`src/rtl/rca_serial_pkg.sv`:
```
// Shared types and sizing helpers for the digit-serial ripple-carry adder.
package rca_serial_pkg;

    typedef enum logic [1:0] {
        IDLE,
        RUN,
        DONE
    } state_e;

    localparam int DIGIT_W = 2;

    // Digit counter width; clamped to one bit so the counter never vanishes.
    function automatic int cnt_width(input int width);
        return (width / DIGIT_W > 1) ? $clog2(width / DIGIT_W) : 1;
    endfunction

endpackage

```
`src/rtl/rca2_slice.sv`:
```
// Combinational 2-bit ripple-carry digit; c1 exposes the bit-0 to bit-1 carry.
module rca2_slice
    import rca_serial_pkg::*;
(
    input  logic [DIGIT_W-1:0] a,
    input  logic [DIGIT_W-1:0] b,
    input  logic               ci,
    output logic [DIGIT_W-1:0] s,
    output logic               co,
    output logic               c1
);

    assign c1   = (a[0] & b[0]) | (ci & (a[0] ^ b[0]));
    assign s[0] = a[0] ^ b[0] ^ ci;
    assign s[1] = a[1] ^ b[1] ^ c1;
    assign co   = (a[1] & b[1]) | (c1 & (a[1] ^ b[1]));

endmodule

```
`src/rtl/rca_serial_adder.sv`:
```
// Digit-serial adder: feeds a 2-bit ripple-carry slice one digit per cycle.
// Signed overflow output is built only when RCA_SERIAL_OVF_EN is defined.
module rca_serial_adder
    import rca_serial_pkg::*;
#(
    parameter int WIDTH = 8
) (
    input  logic             clk,
    input  logic             rst,
    input  logic             in_valid,
    output logic             in_ready,
    input  logic [WIDTH-1:0] a,
    input  logic [WIDTH-1:0] b,
    input  logic             cin,
    output logic             out_valid,
    input  logic             out_ready,
    output logic [WIDTH-1:0] sum,
`ifdef RCA_SERIAL_OVF_EN
    output logic             ovf,
`endif
    output logic             cout
);

    localparam int CNT_W  = cnt_width(WIDTH);
    localparam int DIGITS = WIDTH / DIGIT_W;
    localparam logic [CNT_W-1:0] LAST_DIGIT = CNT_W'(DIGITS - 1);

    if ((WIDTH % DIGIT_W) != 0 || WIDTH < 4) begin : g_bad_width
        $error("rca_serial_adder: WIDTH must be even and >= 4");
    end

    state_e             state_q, state_d;
    logic [CNT_W-1:0]   cnt_q, cnt_d;
    logic               carry_q, carry_d;
    logic [WIDTH-1:0]   a_sh_q, a_sh_d;
    logic [WIDTH-1:0]   b_sh_q, b_sh_d;
    logic [WIDTH-1:0]   sum_q, sum_d;
    logic               cout_q, cout_d;
`ifdef RCA_SERIAL_OVF_EN
    logic               ovf_q, ovf_d;
`endif

    logic [DIGIT_W-1:0] dig_s;
    logic               dig_co;
    logic               dig_c1;

    rca2_slice u_slice (
        .a  (a_sh_q[DIGIT_W-1:0]),
        .b  (b_sh_q[DIGIT_W-1:0]),
        .ci (carry_q),
        .s  (dig_s),
        .co (dig_co),
        .c1 (dig_c1)
    );

`ifndef RCA_SERIAL_OVF_EN
    logic unused_c1;
    assign unused_c1 = dig_c1;
`endif

    always_comb begin
        // NOTE: every target gets a default first so no path can infer a latch.
        state_d = state_q;
        cnt_d   = cnt_q;
        carry_d = carry_q;
        a_sh_d  = a_sh_q;
        b_sh_d  = b_sh_q;
        sum_d   = sum_q;
        cout_d  = cout_q;
`ifdef RCA_SERIAL_OVF_EN
        ovf_d   = ovf_q;
`endif
        unique case (state_q)
            IDLE: begin
                if (in_valid) begin
                    a_sh_d  = a;
                    b_sh_d  = b;
                    carry_d = cin;
                    cnt_d   = '0;
                    state_d = RUN;
                end
            end
            RUN: begin
                // Result digits enter at the top, so digit 0 ends at bit 0.
                sum_d   = {dig_s, sum_q[WIDTH-1:DIGIT_W]};
                a_sh_d  = {{DIGIT_W{1'b0}}, a_sh_q[WIDTH-1:DIGIT_W]};
                b_sh_d  = {{DIGIT_W{1'b0}}, b_sh_q[WIDTH-1:DIGIT_W]};
                carry_d = dig_co;
                cnt_d   = cnt_q + CNT_W'(1);
                if (cnt_q == LAST_DIGIT) begin
                    cout_d  = dig_co;
`ifdef RCA_SERIAL_OVF_EN
                    ovf_d   = dig_c1 ^ dig_co;
`endif
                    state_d = DONE;
                end
            end
            DONE: begin
                if (out_ready) begin
                    state_d = IDLE;
                end
            end
            default: state_d = IDLE;
        endcase
    end

    // NOTE: sequential state uses non-blocking assignments only, so every flop
    // samples its pre-edge inputs regardless of statement order.
    always_ff @(posedge clk) begin
        if (rst) begin
            state_q <= IDLE;
            cnt_q   <= '0;
            carry_q <= 1'b0;
            sum_q   <= '0;
            cout_q  <= 1'b0;
`ifdef RCA_SERIAL_OVF_EN
            ovf_q   <= 1'b0;
`endif
        end else begin
            state_q <= state_d;
            cnt_q   <= cnt_d;
            carry_q <= carry_d;
            sum_q   <= sum_d;
            cout_q  <= cout_d;
`ifdef RCA_SERIAL_OVF_EN
            ovf_q   <= ovf_d;
`endif
        end
    end

    // NOTE: operand shift registers are left unreset; they are always loaded
    // on acceptance before any digit is consumed.
    always_ff @(posedge clk) begin
        a_sh_q <= a_sh_d;
        b_sh_q <= b_sh_d;
    end

    assign in_ready  = (state_q == IDLE);
    assign out_valid = (state_q == DONE);
    assign sum       = sum_q;
    assign cout      = cout_q;
`ifdef RCA_SERIAL_OVF_EN
    assign ovf       = ovf_q;
`endif

endmodule

```
`config.mk`:
```
export PLATFORM = sky130hd
export DESIGN_NAME = rca_serial_adder
export DESIGN_NICKNAME = d
export VERILOG_FILES = /design/src/rtl/rca_serial_pkg.sv /design/src/rtl/rca2_slice.sv /design/src/rtl/rca_serial_adder.sv
export SDC_FILE = /design/constraint.sdc
export NUM_CORES = 1
export LEC_CHECK = 0
export BUFFER_PORTS_ARGS = -buffer_cell sky130_fd_sc_hd__buf_2
export CAP_MARGIN = 20
export CORE_MARGIN = 1.5
export CORE_UTILIZATION = 30
export DETAILED_ROUTE_END_ITERATION = 8
export SYNTH_ARGS = -nofsm -noshare
export SYNTH_HDL_FRONTEND = slang
export SYNTH_SLANG_ARGS = --single-unit
```
`constraint.sdc`:
```
create_clock -name clk -period 2.3 [get_ports clk]
set_input_delay 0.115 -clock clk [delete_from_list [all_inputs] [get_ports clk]]
set_output_delay 0.115 -clock clk [all_outputs]
set_load 0.05 [all_outputs]
```
**Yosys cells after proc, flatten, opt, wreduce, memory -nomap -nowiden**

Index checks and enable logic that the tools add are counted.

- $add $sub $neg: 1
- Equal/unequal tests: 6
- Mux-type cells: 12
- Bitwise gates (word level): 10
- Reduce and logical (&&, ||, !) cells: 5

Operator list:

| cell | number |
|---|---|
| one-hot mux 8 bit (2 select lines) | 2 |
| two-way mux 8 bit | 2 |
| two-way mux 2 bit | 4 |
| one-hot mux 2 bit (3 select lines) | 1 |
| AND 1 bit | 4 |
| equality test 2 bit (second input constant) | 2 |
| != test 2 bit (second input constant) | 2 |
| one-hot mux 2 bit (2 select lines) | 1 |
| AND reduction 2 bit | 2 |
| XOR 1 bit | 4 |
| AND reduction 3 bit | 1 |
| adder 2 x 1 -> 2 bit (second input constant) | 1 |
| equality test 2 x 1 -> 1 bit (second input constant) | 1 |
| logical NOT 2 bit | 1 |
| != test 2 x 1 -> 1 bit (second input constant) | 1 |
| bitwise OR 1 bit | 2 |
| one-hot mux 1 bit (2 select lines) | 1 |
| nonzero test 2 bit | 1 |
| two-way mux 1 bit | 1 |

- Register bits after elaboration: 30
- Input bits: 21
- Output and inout bits: 11
- Logic and storage cells: 41

**Depth between registers and ports, before layout**

Gate-level depths: netlist (run 1).

- Depth in word-level cells: 6
- Gate-level depth with buffers: 5

**By module**

Synthesis (run 1) repeated with hierarchy kept, for this count alone.

- Cells, all modules: 125
- Area total of the unflattened synthesis: 1262.5 µm²

By module, submodules not included:

| module | instances | cells each | area each (µm²) |
|---|---|---|---|
| rca_serial_adder | 1 | 123 | 1222.4 |
| rca2_slice | 1 | 2 | 40.0 |

**Least setup slack after synthesis (run 1)**

OpenSTA, ideal clock, no wires.

- Kind: reg-to-reg
- From: reg carry_q
- To: reg carry_q
- Library setup time: 0.073 ns
- Arrival: 1.622 ns
- Data required time: 2.227 ns
- Setup slack: 0.605 ns
- Stages on the path, launching flop included: 6
- Buffers on the path: 0
- Period minus slack after synthesis: 1.695 ns
- Path through: dfxtp_1 > inv_1 > fa_1 > fa_1 > a221o_1 > nor3_2

- Word-level cells in the longest chain between the ends: 5

RTL lines:

| item | RTL line | RTL |
|---|---|---|
| from (decl) | rca_serial_adder.sv:34 | `logic carry_q, carry_d;` |
| from (signal assigned) | rca_serial_adder.sv:122 | `carry_q <= carry_d;` |
| AND 1 bit | rca2_slice.sv:13 | `assign c1 = (a[0] & b[0]) \| (ci & (a[0] ^ b[0]));` |
| bitwise OR 1 bit | rca2_slice.sv:13 |  |
| AND 1 bit | rca2_slice.sv:16 | `assign co = (a[1] & b[1]) \| (c1 & (a[1] ^ b[1]));` |
| bitwise OR 1 bit | rca2_slice.sv:16 |  |
| one-hot mux 1 bit (2 select lines) | rca_serial_adder.sv:73 | `unique case (state_q)` |

Every way passes these cells.
A chain may end at the register's enable or synchronous reset.

**Final worst setup path (run 1)**

Ends and elaborated chain as after synthesis.

==> results.json, run 1 <==
{
  "postcts_resize_cnt": 0,
  "worstPathRequired_ps": 2510,
  "cell_area_after_synthesis_um2": 1250,
  "cts-root-buf": "sky130_fd_sc_hd__clkbuf_8",
  "layout.nets": 183,
  "power.density_nw_per_um2": 773,
  "placed_cells_incl_taps": 202,
  "worst_setup_hold_path_clk_slew_ps": 60,
  "grt_max_degree": 23,
  "post_synth_and_or_nand_nor_area_fraction_pct": 21.6,
  "n_fill_cell": 390,
  "rsz_0062_raised_after_global_routing": "no",
  "dp_slack_ps": 519,
  "tightestPinTransition_ps": 681,
  "row_count": 23,
  "start_util_pct": 31.4,
  "drv_slew": 0,
  "drc": 0,
  "synth_ff_type": "sky130_fd_sc_hd__edfxtp_1",
  "die_width_um": 67.7,
  "report.final.setup_viol": 0,
  "post_route_insts_no_fill": 210,
  "synth_xor_xnor_area_share_pct": 0,
  "report.final.hold_viol_count": 0,
  "ys_seq_area_share_pct": 60.6,
  "dominant_combinational_cell_family_by_area_after_synthesis": "simple AND/OR/NAND/NOR gates",
  "synth.most_common_cell": "sky130_fd_sc_hd__nand2_1",
  "drt-vias-per-instance": 4.50,
  "ffs_latches_synth": 30,
  "area_growth_syn_to_layout_pct": 21.7,
  "power.ir.vdd_worst_mv": 0.438,
  "gp_congestion": 0.703,
  "core_footprint_um2": 4000,
  "num_cts_buffers": 5,
  "insertion_delay_ps": 280,
  "regArea_um2": 761,
  "maxCapViolCount": 0,
  "tritoncts_num_sinks": 30,
  "synth-edff-count": 16,
  "power.total_w": 0.00118,
  "max_slew_margin_pct": 54.6,
  "cts-hold-fix-buffers": 0,
  "detailedPlacementHpwl_um": 1670,
  "synth_fp_nets": 150,
  "ys_async_sr_fraction_pct": 0,
  "gr-usage-all-layers_pct": 12.1,
  "detail_route_antenna_nets": 0,
  "synth_warn": 0,
  "cp_common_cell": "sky130_fd_sc_hd__fa_1",
  "run_status": "finished, final reports clean",
  "multiInputGateArea_um2": 435,
  "postCtsSetupRepairBufs": 0,
  "timing.critical_path.slowest_cell_delay_ps": 440,
  "top_level_ports": 32,
  "final.setup.worst_slack_ps": 510,
  "post_synth_mux_area_share_pct": 0.798,
  "clk_path_buf_depth": 2,
  "critical_path_class": "flip-flop to flip-flop",
  "n_antenna_cell": 0,
  "grt_remaining_overflow": 0,
  "min_path_type": "primary input to flip-flop",
  "critPathLaunch": "carry_q$_SDFFE_PP0P_",
  "synth_fa_ha_area_share_pct": 4.19,
  "drive_above_1_share_pct": 24.4,
  "drt_wl_total_um": 2410,
  "first_iter_violations": 18,
  "grt_pass1_vias": 895,
  "leakage_nw": 0.682,
  "ys_top_cells_by_area": "sky130_fd_sc_hd__edfxtp_1, sky130_fd_sc_hd__dfxtp_1, sky130_fd_sc_hd__nand2_1",
  "grt_first_pass_wirelength_um": 3970,
  "critPathMaxFanout": 2,
  "synth_commonest_cells": "sky130_fd_sc_hd__nand2_1, sky130_fd_sc_hd__edfxtp_1, sky130_fd_sc_hd__dfxtp_1",
  "max_clock_freq_ghz": 0.559,
  "cp-end-kind": "flip-flop",
  "synth.largest_area_cell": "sky130_fd_sc_hd__edfxtp_1",
  "clock-skew-final_ps": 6.59,
  "cp_slowest_cell": "sky130_fd_sc_hd__fa_1",
  "synth_cell_types": 24,
  "detail_route.wl_per_cell_um": 11.5,
  "setup.worst_path.start_class": "flip-flop",
  "ctsHtreeMaxLevel": 2,
  "dr_total_vias": 946,
  "synthesis.instances": 126,
  "hold_path.startpoint": "b[2]",
  "antenna_found_initial": 0,
  "final.hold.worst_slack_ps": 96.6,
  "timing.final.crit_period_ps": 1790,
  "synth_compound_area_share_pct": 7.88,
  "clock_tree_from_tritoncts": "built",
  "worst_r2r_startpoint": "carry_q$_SDFFE_PP0P_",
  "period_share_pct": 77.8,
  "first_pass_drt_iterations": 4,
  "die_extent_in_y_um": 67.7,
  "setup_tns_ps": 0,
  "yosys.area.top_type_share_pct": 38.3,
  "postSynthAreaPerCell_um2": 9.96,
  "timing.critical_path.cells": "inv_1 -> fa_1 -> fa_1 -> a221o_1 -> nor3_2",
  "die-area_um2": 4580,
  "worst-endpoint-arrival_ps": 2000,
  "port-buffer-count": 31
}
[kinds of logic after synthesis]
logic type      count (synthesis)
buf+inv                        13
fa+ha+maj                       3
simple gates                   64
flops                          30
mux                             1
compound gates                 15
[placed cells by master, fill, tap and decap left out]
cell type and count:
sky130_fd_sc_hd__a221o_1 1, sky130_fd_sc_hd__nor2b_2 1, sky130_fd_sc_hd__dfxtp_1 14, sky130_fd_sc_hd__nor3_2 1, sky130_fd_sc_hd__nor3_1 1, sky130_fd_sc_hd__a211oi_1 3, sky130_fd_sc_hd__nand2_1 48, sky130_fd_sc_hd__nor2b_1 1
sky130_fd_sc_hd__buf_2 31, sky130_fd_sc_hd__and2_1 4, sky130_fd_sc_hd__ha_1 1, sky130_fd_sc_hd__mux2i_1 1, sky130_fd_sc_hd__buf_4 1, sky130_fd_sc_hd__clkbuf_8 5, sky130_fd_sc_hd__or2b_1 1, sky130_fd_sc_hd__nor4b_1 1
sky130_fd_sc_hd__edfxtp_1 16, sky130_fd_sc_hd__fa_1 2, sky130_fd_sc_hd__o21bai_1 1, sky130_fd_sc_hd__a311oi_1 1, sky130_fd_sc_hd__a21oi_1 7, sky130_fd_sc_hd__inv_1 7, sky130_fd_sc_hd__a22oi_1 2, sky130_fd_sc_hd__nor2_1 6
sky130_fd_sc_hd__clkbuf_1 3
[routing by layer]
| layer | track usage (%) | vias to the layer above | wire length (um) | share of wire (%) |
|---|---|---|---|---|
| met4 | 6.12 | 0 | 55 | 2.3 |
| li1 | - | 476 | - | - |
| met2 | 19.1 | 35 | 1160 | 48 |
| met5 | 0 | - | 0 | 0 |
| met3 | 4.00 | 5 | 173 | 7.2 |
| met1 | 14.7 | 430 | 1020 | 42 |
[through the flow]
stage	util [%]	area [um^2]
after floorplan	-	1250
after global placement	36.2	1450
after detailed placement	36.2	1450
after CTS	38.2	1530
after global routing	38.2	1530
final	38.2	1530
[final cells by class]
type	instances	share of cell area, %
Sequential cell	30	49.8
Multi-Input combinational cell	83	28.5
Timing Repair Buffer	32	10.6
Clock buffer	8	5.24
Tap cell	50	4.09
Inverter	7	1.72
[critical path, delay by kind of cell, from the launching register on]
| family | cells | cell delay, ps |
|---|---|---|
| fa+ha+maj | 2 | 840 |
| flops | 1 | 330 |
| compound gates | 1 | 320 |
| simple gates | 1 | 160 |
| buf+inv | 1 | 80 |
[report_power, final]
group,internal (W),switching [W]
clock,0.000214,0.000187
sequential,0.000612,0.0000173
combinational,0.0000521,0.0000972
total,0.000879,0.000302
[path summary, 6_finish.rpt]
path	end	slack, ps	cells after the start
max	carry_q$_SDFFE_PP0P_	510	5
min	b_sh_q[2]$_DFFE_PP_	100	3
max reg2reg	carry_q$_SDFFE_PP0P_	510	5
min reg2reg	sum[1]$_SDFFE_PP0P_	470	2
[sequential cells by signal (all words and copies together), names as in the netlist]
| signal | flops |
|---|---|
| a_sh_q | 8 |
| b_sh_q | 8 |
| sum | 8 |
| cnt_q | 2 |
| state_q | 2 |
| carry_q | 1 |
| cout | 1 |
Note: power is estimated with default switching activity, not from simulation.
==> run 2, diff against run 1 <==
- clock period: 2.3 -> 1.6 ns (I/O delays scaled with it)
==> run 2 against run 1 <==
  * The flow now finishes with violations (setup timing)
  * Critical endpoint unchanged
  * Design area up 3.1%
  * Setup slack worse by 540 ps
  * Core utilization increased by 1.2 points
==> results.json, run 2 (synthesis gave the netlist of run 1 again) <==
{
  "run_status": "finished with violations",
  "violations_in_the_final_reports": "setup timing",
  "cp_common_cell": "sky130_fd_sc_hd__fa_2",
  "core_footprint_um2": 4000,
  "port-buffer-count": 31,
  "timing.final.crit_period_ps": 1630,
  "die_width_um": 67.7,
  "worst-endpoint-arrival_ps": 1820,
  "start_util_pct": 31.4,
  "ctsHtreeMaxLevel": 2,
  "cp_slowest_cell": "sky130_fd_sc_hd__fa_2",
  "die-area_um2": 4580,
  "report.final.hold_viol_count": 0,
  "dpl-instance-area_um2": 1470,
  "grt_pass1_vias": 882,
  "detail_route.wl_per_cell_um": 11.4,
  "rsz_0062_raised_after_global_routing": "yes",
  "cts-hold-fix-buffers": 0,
  "min_path_type": "primary input to flip-flop",
  "gr-usage-all-layers_pct": 12.5,
  "critical_path_class": "flip-flop to flip-flop",
  "clk_path_buf_depth": 2,
  "area_growth_syn_to_layout_pct": 25.5,
  "detailedPlacementHpwl_um": 1650,
  "report.final.setup_viol": 2,
  "period_share_pct": 102,
  "worstPathRequired_ps": 1790,
  "setup_tns_ps": -32.1,
  "post_route_insts_no_fill": 214,
  "final.hold.worst_slack_ps": 63.1,
  "first_iter_violations": 23,
  "maxCapViolCount": 0,
  "die_extent_in_y_um": 67.7,
  "cts-root-buf": "sky130_fd_sc_hd__clkbuf_8",
  "row_count": 23,
  "timing.critical_path.cells": "inv_2 -> fa_2 -> fa_2 -> a221o_1 -> nor3_2",
  "cp-end-kind": "flip-flop",
  "drive_above_1_share_pct": 31.1,
  "drt-vias-per-instance": 4.38,
  "gp_congestion": 0.744,
  "placed_cells_incl_taps": 204,
  "n_antenna_cell": 0,
  "grt_first_pass_wirelength_um": 4070,
  "detail_route_antenna_nets": 0,
  "drt_wl_total_um": 2440,
  "power.ir.vdd_worst_mv": 0.668,
  "clock-skew-final_ps": 2.44,
  "layout.nets": 187,
  "finalCoreUtilization_pct": 39.4,
  "first_pass_drt_iterations": 4,
  "num_cts_buffers": 5,
  "dr_total_vias": 937,
  "power.density_nw_per_um2": 1080,
  "most_used_cells_in_the_layout_excluding_fill_and_tap_cells": "sky130_fd_sc_hd__nand2_1, sky130_fd_sc_hd__buf_2, sky130_fd_sc_hd__edfxtp_1",
  "setup.worst_path.start_class": "flip-flop",
  "insertion_delay_ps": 280,
  "worst_setup_hold_path_clk_slew_ps": 60,
  "grt_max_degree": 23,
  "final.setup.worst_slack_ps": -31.0,
  "antenna_found_initial": 0,
  "clock_tree_from_tritoncts": "built",
  "top_level_ports": 32,
  "max_slew_margin_pct": 68.9,
  "r2r_slack_ps": -30,
  "tritoncts_num_sinks": 30,
  "drv_slew": 0,
  "commonest_non_fill_non_tap_cell_in_the_layout": "sky130_fd_sc_hd__nand2_1",
  "leakage_nw": 0.698,
  "tightestPinTransition_ps": 466,
  "max_clock_freq_ghz": 0.613,
  "critPathMaxFanout": 2,
  "stdcell_area_um2": 1580,
  "timing.critical_path.slowest_cell_delay_ps": 380,
  "drc": 0,
  "grt_remaining_overflow": 0
}
==> run 2: worst max-delay path: cells and delay by family, from the launching register on <==
kind	cells	cell delay [ps]
adders and majority gates	2	730
DFF	1	330
AOI/OAI and AO/OA	1	310
and+or+nand+nor	1	130
buffers and inverters	1	40
==> run 2: power breakdown <==
group          leakage, nW  switching [W]  internal [W]  total (W)
logic                0.379       0.000148     0.0000877   0.000235
clock network       0.0395       0.000259      0.000308   0.000567
registers            0.279      0.0000242      0.000881   0.000905
total                0.698       0.000431       0.00128    0.00171
==> run 2: layout make-up <==
class	count	area, um^2
fill	406	2420
sequential	30	762
multi-input combinational	83	448
timing repair buffer	36	193
clock buffer	8	80.1
tap	50	62.6
inverter	7	30.0
==> run 2: path summary, 6_finish.rpt <==
| check | startpoint | end | depth (start not counted) |
|---|---|---|---|
| worst max-delay path | a_sh_q[0]$_DFFE_PP_ | carry_q$_SDFFE_PP0P_ | 5 |
| worst min-delay path | b[4] | b_sh_q[4]$_DFFE_PP_ | 3 |
| worst max register to register | a_sh_q[0]$_DFFE_PP_ | carry_q$_SDFFE_PP0P_ | 5 |
| worst min register to register | sum[1]$_SDFFE_PP0P_ | sum[1]$_SDFFE_PP0P_ | 2 |
==> run 2: through the flow <==
stage               worst slack [ps]  total power (W)
global route                   -58.5          0.00181
global placement                9.29          0.00113
CTS                            -60.2          0.00173
detailed placement             -71.8          0.00114
finish                         -31.0          0.00171
floorplan                       21.8          0.00107
==> run 2: repair_timing <==
action / CTS / global route
setup buffers: 1 / 1
resized for setup: 0 / 5
endpoints found under the setup margin: 1 / 20
pin swaps: 4 / 2
==> run 2: layer usage <==
metal / GRT usage, % / vias up / part of all wire [%]
met1: 15.2 / 413 / 47
met2: 18.5 / 28 / 43
met5: 0 / - / 0
li1: - / 487 / -
met3: 5.50 / 9 / 6.6
met4: 6.89 / 0 / 2.9
==> run 3, diff against run 2 <==
- CORE_UTILIZATION: 30 -> 46
- PLACE_DENSITY: not set -> 0.74
==> run 3 against run 2 <==
  * The run still ends with setup timing left
  * Wire length is 4.9% lower
  * Core utilization increased by 20 points
  * Sequential share of layout area is 2.2 points higher
  * Critical path depth did not move
  * Critical path type unchanged
  * Largest power group unchanged
==> results.json, run 3 (synthesis gave the netlist of run 1 again) <==
{
  "area_growth_syn_to_layout_pct": 20.0,
  "antenna_found_initial": 0,
  "setup_tns_ps": -30.3,
  "tritoncts_num_sinks": 30,
  "worst-endpoint-arrival_ps": 1870,
  "commonest_non_fill_non_tap_cell_in_the_layout": "sky130_fd_sc_hd__nand2_1",
  "drive_above_1_share_pct": 29.6,
  "layout.nets": 185,
  "drt-vias-per-instance": 4.87,
  "first_iter_violations": 28,
  "port-buffer-count": 31,
  "postCtsSetupRepairBufs": 0,
  "timing.critical_path.cells": "inv_2 -> fa_2 -> fa_2 -> a221o_1 -> nor3_2",
  "die_extent_in_y_um": 55.2,
  "critPathMaxFanout": 2,
  "final.hold.worst_slack_ps": 26.6,
  "top_level_ports": 32,
  "clk_path_buf_depth": 2,
  "run_status": "finished with violations",
  "maxCapViolCount": 0,
  "max_clock_freq_ghz": 0.613,
  "cp-end-kind": "flip-flop",
  "cp.buffers_inverters": 1,
  "cts-root-buf": "sky130_fd_sc_hd__clkbuf_4",
  "grt_first_pass_wirelength_um": 4040,
  "gr-usage-all-layers_pct": 17.1,
  "power.density_nw_per_um2": 1020,
  "grt_remaining_overflow": 0,
  "period_share_pct": 102,
  "min_path_type": "primary input to flip-flop",
  "start_util_pct": 49.8,
  "n_fill_cell": 243,
  "tightestPinTransition_ps": 688,
  "most_used_cells_in_the_layout_excluding_fill_and_tap_cells": "sky130_fd_sc_hd__nand2_1, sky130_fd_sc_hd__buf_2, sky130_fd_sc_hd__edfxtp_1",
  "setup.worst_path.start_class": "flip-flop",
  "worstPathRequired_ps": 1840,
  "power.ir.vdd_worst_mv": 0.758,
  "cts-hold-fix-buffers": 0,
  "worst_setup_hold_path_clk_slew_ps": 90,
  "clock-skew-final_ps": 8.91,
  "grt_max_degree": 24,
  "rsz_0062_raised_after_global_routing": "yes",
  "drt_wl_total_um": 2320,
  "finalCoreUtilization_pct": 59.7,
  "core_footprint_um2": 2520,
  "detailedPlacementHpwl_um": 1640,
  "timing.critical_path.slowest_cell_delay_ps": 390,
  "n_antenna_cell": 0,
  "first_pass_drt_iterations": 4,
  "violations_in_the_final_reports": "setup timing",
  "max_slew_margin_pct": 54.2,
  "critical_path.top_delay_family": "adder cells",
  "die-area_um2": 3050,
  "report.final.setup_viol": 1,
  "row_count": 18,
  "drv_slew": 0,
  "leakage_nw": 0.684,
  "detail_route_antenna_nets": 0,
  "clock_tree_from_tritoncts": "built",
  "power.total_w": 0.00154,
  "cp_common_cell": "sky130_fd_sc_hd__fa_2",
  "grt_pass1_vias": 925,
  "gp_congestion": 0.803,
  "num_cts_buffers": 5,
  "insertion_delay_ps": 320,
  "final.setup.worst_slack_ps": -30.3,
  "ctsHtreeMaxLevel": 2,
  "timing.final.crit_period_ps": 1630,
  "detail_route.wl_per_cell_um": 12.1,
  "cp_slowest_cell": "sky130_fd_sc_hd__fa_2",
  "drc": 0,
  "die_width_um": 55.2,
  "report.final.hold_viol_count": 0,
  "critical_path_class": "flip-flop to flip-flop",
  "dr_total_vias": 935
}
run 3: worst reg2reg max path, stage by stage, from the launching register on:
cell	delay, ps
sky130_fd_sc_hd__dfxtp_2	340
sky130_fd_sc_hd__inv_2	50
sky130_fd_sc_hd__fa_2	390
sky130_fd_sc_hd__fa_2	350
sky130_fd_sc_hd__a221o_1	310
sky130_fd_sc_hd__nor3_2	110
run 3: through the flow:
stage	instances	area [um^2]	setup WS [ps]
global route	192	1510	-65.4
global placement	184	1460	4.58
floorplan	126	1260	21.8
finish	192	1510	-30.3
detailed placement	184	1460	-59.5
CTS	192	1510	-27.8
run 3: metal layers:
metal	wire length (um)	vias to the layer above	track usage (%)	share of wire (%)
met3	143	0	6.56	6.2
met4	0	0	5.23	0
li1	-	485	-	-
met2	1160	30	28.7	50
met1	1020	420	20.2	44
met5	0	-	0	0
run 3: final cells by class:
cell class / count / area, um^2 / area share [%]
multi-input combinational: 83 / 440 / 29.2
clock buffer: 6 / 41.3 / 2.74
clock inverter: 2 / 8.76 / 0.581
timing repair buffer: 34 / 190 / 12.6
tap: 30 / 37.5 / 2.49
inverter: 7 / 26.3 / 1.74
sequential: 30 / 762 / 50.6
run 3: worst paths after layout:
path	endpoint	cells after the start	slack (ps)	startpoint
max	carry_q$_SDFFE_PP0P_	5	-30	carry_q$_SDFFE_PP0P_
max reg2reg	carry_q$_SDFFE_PP0P_	5	-30	carry_q$_SDFFE_PP0P_
min reg2reg	sum[0]$_SDFFE_PP0P_	2	460	sum[0]$_SDFFE_PP0P_
min	a_sh_q[1]$_DFFE_PP_	3	30	a[1]
run 3: power breakdown:
part           total, W  internal [W]  switching [W]
Clock          0.000410      0.000165       0.000245
Combinational  0.000227     0.0000843       0.000143
Sequential     0.000905      0.000879      0.0000253
Total           0.00154       0.00113       0.000413
run 3: repair_timing:
action	4_1_cts	5_1_grt
resized for setup	3	0
endpoints found under the setup margin	1	1
pin swaps	3	0
